### src/rtl/rf_wb_scheduler_pkg.sv
// Shared CPU definitions for register-file writeback scheduling.
// Holds register-file geometry and the writeback arbiter state type.
package rf_wb_scheduler_pkg;

  localparam int unsigned REG_IDX_W = 5;
  localparam int unsigned XLEN      = 32;
  localparam int unsigned NUM_REGS  = 32;

  typedef enum logic [0:0] {
    WBS_NORMAL,
    WBS_FORCE_LR
  } wbs_state_e;

endpackage

### src/rtl/rf_scoreboard.sv
// Pending-write scoreboard: one bit per architectural register.
// Bit 0 is hard-wired clear, and set wins over clear on the same index.
module rf_scoreboard
  import rf_wb_scheduler_pkg::*;
(
  input  logic                 clk_i,
  input  logic                 rst_i,
  input  logic                 set_en_i,
  input  logic [REG_IDX_W-1:0] set_idx_i,
  input  logic                 clr_en_i,
  input  logic [REG_IDX_W-1:0] clr_idx_i,
  input  logic [REG_IDX_W-1:0] rd_a_idx_i,
  input  logic [REG_IDX_W-1:0] rd_b_idx_i,
  input  logic [REG_IDX_W-1:0] rd_c_idx_i,
  output logic                 busy_a_o,
  output logic                 busy_b_o,
  output logic                 busy_c_o,
  output logic [NUM_REGS-1:0]  pending_o
);

  logic [NUM_REGS-1:0] pending_q, pending_d;
  logic [NUM_REGS-1:0] set_vec, clr_vec;

  always_comb begin
    set_vec = '0;
    clr_vec = '0;
    if (set_en_i) set_vec[set_idx_i] = 1'b1;
    if (clr_en_i) clr_vec[clr_idx_i] = 1'b1;
    pending_d    = (pending_q & ~clr_vec) | set_vec;
    pending_d[0] = 1'b0;
  end

  always_ff @(posedge clk_i) begin
    if (rst_i) begin
      pending_q <= '0;
    end else begin
      pending_q <= pending_d;
    end
  end

  // Reads see only the registered vector; no same-cycle bypass.
  assign busy_a_o  = pending_q[rd_a_idx_i];
  assign busy_b_o  = pending_q[rd_b_idx_i];
  assign busy_c_o  = pending_q[rd_c_idx_i];
  assign pending_o = pending_q;

endmodule

### src/rtl/rf_wb_scheduler.sv
// Arbitrates the single register-file write port between pipeline writeback and
// the long-latency return path, with starvation protection and a hazard scoreboard.
module rf_wb_scheduler
  import rf_wb_scheduler_pkg::*;
#(
  parameter int unsigned STARVE_LIMIT = 4,
  parameter int unsigned CNT_W        = 3
) (
  input  logic                 clk,
  input  logic                 rst,
  input  logic                 pipe_valid,
  input  logic [REG_IDX_W-1:0] pipe_rd,
  input  logic [XLEN-1:0]      pipe_data,
  output logic                 pipe_stall,
  input  logic                 lr_valid,
  input  logic [REG_IDX_W-1:0] lr_rd,
  input  logic [XLEN-1:0]      lr_data,
  output logic                 lr_ready,
  input  logic                 iss_valid,
  input  logic                 iss_long,
  input  logic [REG_IDX_W-1:0] iss_rd,
  input  logic [REG_IDX_W-1:0] rs1_index,
  input  logic [REG_IDX_W-1:0] rs2_index,
  output logic                 rs1_busy,
  output logic                 rs2_busy,
  output logic                 rd_busy,
  output logic                 wb_en,
  output logic [REG_IDX_W-1:0] wb_rd,
  output logic [XLEN-1:0]      wb_data
);

  localparam logic [CNT_W-1:0] CntLast = CNT_W'(STARVE_LIMIT - 1);

  wbs_state_e       state_q;
  logic [CNT_W-1:0] wait_cnt_q;
  logic             grant_pipe, grant_lr;
  logic             sb_set;
  logic [NUM_REGS-1:0] pending;

  always_comb begin
    grant_pipe = 1'b0;
    grant_lr   = 1'b0;
    unique case (state_q)
      WBS_NORMAL: begin
        grant_pipe = pipe_valid;
        grant_lr   = lr_valid && !pipe_valid;
      end
      WBS_FORCE_LR: begin
        grant_lr = lr_valid;
      end
      default: ;
    endcase
  end

  always_comb begin
    wb_rd   = '0;
    wb_data = '0;
    if (grant_pipe) begin
      wb_rd   = pipe_rd;
      wb_data = pipe_data;
    end else if (grant_lr) begin
      wb_rd   = lr_rd;
      wb_data = lr_data;
    end
  end

  // x0 writes are acknowledged to the requester but never reach the register file.
  assign wb_en      = (grant_pipe || grant_lr) && (wb_rd != '0);
  assign lr_ready   = grant_lr;
  assign pipe_stall = (state_q == WBS_FORCE_LR);

  always_ff @(posedge clk) begin
    if (rst) begin
      state_q    <= WBS_NORMAL;
      wait_cnt_q <= '0;
    end else begin
      unique case (state_q)
        WBS_NORMAL: begin
          if (lr_valid && !grant_lr) begin
            if (wait_cnt_q != '1) wait_cnt_q <= wait_cnt_q + 1'b1;
            if (wait_cnt_q >= CntLast) state_q <= WBS_FORCE_LR;
          end else begin
            wait_cnt_q <= '0;
          end
        end
        WBS_FORCE_LR: begin
          // Leave after one cycle whether or not LR held its request.
          state_q    <= WBS_NORMAL;
          wait_cnt_q <= '0;
        end
        default: begin
          state_q    <= WBS_NORMAL;
          wait_cnt_q <= '0;
        end
      endcase
    end
  end

  assign sb_set = iss_valid && iss_long && (iss_rd != '0);

  rf_scoreboard u_scoreboard (
    .clk_i      (clk),
    .rst_i      (rst),
    .set_en_i   (sb_set),
    .set_idx_i  (iss_rd),
    .clr_en_i   (grant_lr),
    .clr_idx_i  (lr_rd),
    .rd_a_idx_i (rs1_index),
    .rd_b_idx_i (rs2_index),
    .rd_c_idx_i (iss_rd),
    .busy_a_o   (rs1_busy),
    .busy_b_o   (rs2_busy),
    .busy_c_o   (rd_busy),
    .pending_o  (pending)
  );

endmodule

### config.mk
export PLATFORM = sky130hd
export DESIGN_NAME = rf_wb_scheduler
export DESIGN_NICKNAME = d
export VERILOG_FILES = /design/src/rtl/rf_wb_scheduler_pkg.sv /design/src/rtl/rf_scoreboard.sv /design/src/rtl/rf_wb_scheduler.sv
export SDC_FILE = /design/constraint.sdc
export NUM_CORES = 1
export LEC_CHECK = 0
export ABC_CLOCK_PERIOD_IN_PS = 1800
export BUFFER_PORTS_ARGS = -buffer_cell sky130_fd_sc_hd__buf_2
export CELL_PAD_IN_SITES_DETAIL_PLACEMENT = 0
export CELL_PAD_IN_SITES_GLOBAL_PLACEMENT = 1
export CORE_UTILIZATION = 30
export DETAILED_ROUTE_END_ITERATION = 6
export PLACE_DENSITY_LB_ADDON = 0.1
export SYNTH_ARGS = -nofsm -noshare
export SYNTH_HDL_FRONTEND = slang
export SYNTH_SLANG_ARGS = --single-unit
### constraint.sdc
create_clock -name clk -period 1.8 [get_ports clk]
set_input_delay 0 -clock clk [delete_from_list [all_inputs] [get_ports clk]]
set_output_delay 0 -clock clk [all_outputs]
set_load 0.02 [all_outputs]
==> impl_metrics.toml <==
[routing]
vias_per_cell = 5.098
drt-pass1-iter-count = 4
antenna_violating_nets_post_route = 0
drc_errors = 0
detail_route.iter0.violations = 175
detail_route.wirelength_um = 10160
vias = 3472
routed_wl_per_cell_um = 14.91

[power_and_ir_drop]
ir_worst_vdd_mv = 0.2408
power.static_leakage_nw = 1.841
power_density_relative_to_cell_area_nw_per_um2 = 506.9
totalPowerFinal_mw = 1.972

[sta]
slew-limit-headroom_pct = 61.81
worst_pin_slew_ns = 0.5681
timing.hold.ws_ns = 0.08521
postLayoutSetupSlackWorst_ns = 0.05626
rsz0062_at_grt = "false"
clock-skew-final_ns = 0.01208
period_minus_slack_ns = 1.744
maxClockFrequency_mhz = 573.5
report.final.setup_viol = 0
layout_worst_path_cycle_share_pct = 96.87
maxSlewViolCount = 0
tns_ns = 0
final_hold_viol_count = 0

[finish]
register_area_sq_um = 703.2
multiInputGateArea_sq_um = 2103
cell_area_after_layout_sq_um = 3890
final_cells = 681
fin_nets = 650
fillerInstances = 1041
mostFrequentLayoutCells = "sky130_fd_sc_hd__buf_2, sky130_fd_sc_hd__nand2_1, sky130_fd_sc_hd__nand3_1"
final_common_cell = "sky130_fd_sc_hd__buf_2"
diodes = 0
utilization_pct = 41.51
drive_gt1_share_pct = 32.61
layout-area-overhead-vs-synth_pct = 31.74

[grt]
antenna_found_initial = 0
grt_max_degree = 37
grt_pass1_wl_um = 15410
track_usage_pct = 19.12
global_route.overflow_total = 0
first_global_vias = 3081

[critical_path]
arrival_ns = 1.74
start_kind = "flip-flop"
setup.worst_path.class = "flip-flop to output pin"
cp-end-kind = "output pin"
worst_path_largest_cell_delay_ns = 0.49
required_time_worst_endpoint_ns = 1.80
cp_slowest_cell = "sky130_fd_sc_hd__mux4_1"
worst_r2r_path_depth = 4
crit_path_cell_trace = "mux4_1 > mux2_2 > nand3b_1 > nand4_1 > buf_2"
cp_max_fo = 4

[placement]
post-place-cells = 674
detailed_place_hpwl_um = 8010
post_dp_cell_area_sq_um = 3785
place_ws_ns = 0.2789
buffer_ports.inserted = 137
gp_congestion = 0.8596

[clock_tree]
clock_path_buffers = 2
cts_tree = "built"
cts_made_buffers = 5
cts_hold_repair.buffers = 0
clk_root_buffer_cell = "sky130_fd_sc_hd__clkbuf_8"
clk_pin_slew_worst_paths_ns = 0.08
cts.repair_timing.setup_buffer_count = 0
clock_insertion_delay_worst_skew_ns = 0.30
cts_max_level = 2
cts.sinks = 35
post_cts.resized_instances = 0

[logic_synthesis]
syn_area_per_cell_sq_um = 6.997
ys.warnings.count = 0
netlist_area_sq_um = 2953
ys_seq_area_share_pct = 23.73
syn-num-nets = 520
synth_cells = 422
netlist-cell-type-count = 42
synth_seq_cells = 35

[floorplan]
core_sq_um = 9371
num_io_pins = 138
die-area_sq_um = 10240
dieHeight_um = 101.2
floorplan.initialDensity_pct = 31.51
num_rows = 35
floorplan.die.width_um = 101.2

[hold_path]
holdCritPathClass = "input port to flip-flop"
worst_hold_path.num_cells = 3

[status]
status = "finished clean"

[run]
maxCapViolCount = 0
## sequential cells by signal, indices dropped and copies added, names as in the netlist
signal and flops:
pipe_stall 1, u_scoreboard.pending_o 31, wait_cnt_q 3
## cells by family after synthesis
kind of cell	synth area share (%)
mux	17.80
xor+xnor	0.2967
compound gates	16.61
simple gates	35.00
buf+inv	5.297
fa+ha+maj	1.271
flops	23.73
## Yosys cell counts, drive strengths merged
| cell | count | share of area [%] |
|---|---|---|
| nor2b | 5 | 1.1 |
| or4b | 1 | 0.34 |
| or3 | 3 | 0.64 |
| buf | 16 | 3.0 |
| nor3b | 3 | 0.93 |
| a211oi | 1 | 0.25 |
| a21boi | 1 | 0.25 |
| a22oi | 6 | 1.5 |
| nand2b | 5 | 1.1 |
| xor2 | 1 | 0.30 |
| and3b | 1 | 0.30 |
| a32oi | 1 | 0.30 |
| nand3 | 48 | 8.1 |
| a31oi | 2 | 0.42 |
| a311oi | 2 | 0.59 |
| and2b | 2 | 0.51 |
| o21a | 1 | 0.25 |
| mux2 | 12 | 4.6 |
| dfxtp | 35 | 24 |
| inv | 3 | 0.38 |
| nand4b | 1 | 0.30 |
| nor2 | 18 | 2.3 |
| mux2i | 24 | 8.1 |
| nand4 | 5 | 1.1 |
| a21oi | 36 | 6.1 |
| a22o | 1 | 0.30 |
| nand3b | 13 | 3.3 |
| ha | 3 | 1.3 |
| o21ai | 35 | 5.9 |
| clkbuf | 15 | 1.9 |
| nor4 | 2 | 0.64 |
| nand2 | 108 | 14 |
| mux4 | 6 | 5.1 |
| and2 | 1 | 0.21 |
| a221o | 2 | 0.68 |
| nor3 | 3 | 0.51 |
## path summary, 6_finish.rpt
check / start / endpoint / slack (ns)
setup / recovery: u_scoreboard.pending_o[17] / rs2_busy / 0.06
hold / removal: rst / wait_cnt_q[1] / 0.09
hold reg to reg: u_scoreboard.pending_o[17] / u_scoreboard.pending_o[17] / 0.51
setup reg to reg: pipe_stall / u_scoreboard.pending_o[20] / 0.27
## report_power, final
part,switching [mW],internal [mW]
clock,0.291,0.300
combinational,0.355,0.238
sequential,0.00765,0.780
total,0.653,1.32
## per-layer routing
layer	GRT usage, %	up-vias	part of all wire [%]
li1	-	1755	-
met1	25.57	1605	44
met2	33.65	109	50
met3	3.037	3	6.1
met4	1.672	0	0.25
met5	0	-	0
## final cells by class
class	instances	share of cell area (%)
clock buffers	6	2.123
inverters	3	0.2895
well taps	129	4.149
clock inverters	1	0.1287
repair buffers	154	21.16
flip-flops and latches	35	18.08
multi-input cells	353	54.07
## worst max-delay path: cells and delay by family, from the launching register on
family,cells,cell delay (ns)
flip-flops,1,0.34
AND/OR/NAND/NOR,2,0.17
buffers and inverters,1,0.16
multiplexers,2,0.77
Power figures use the tool's default switching activity.
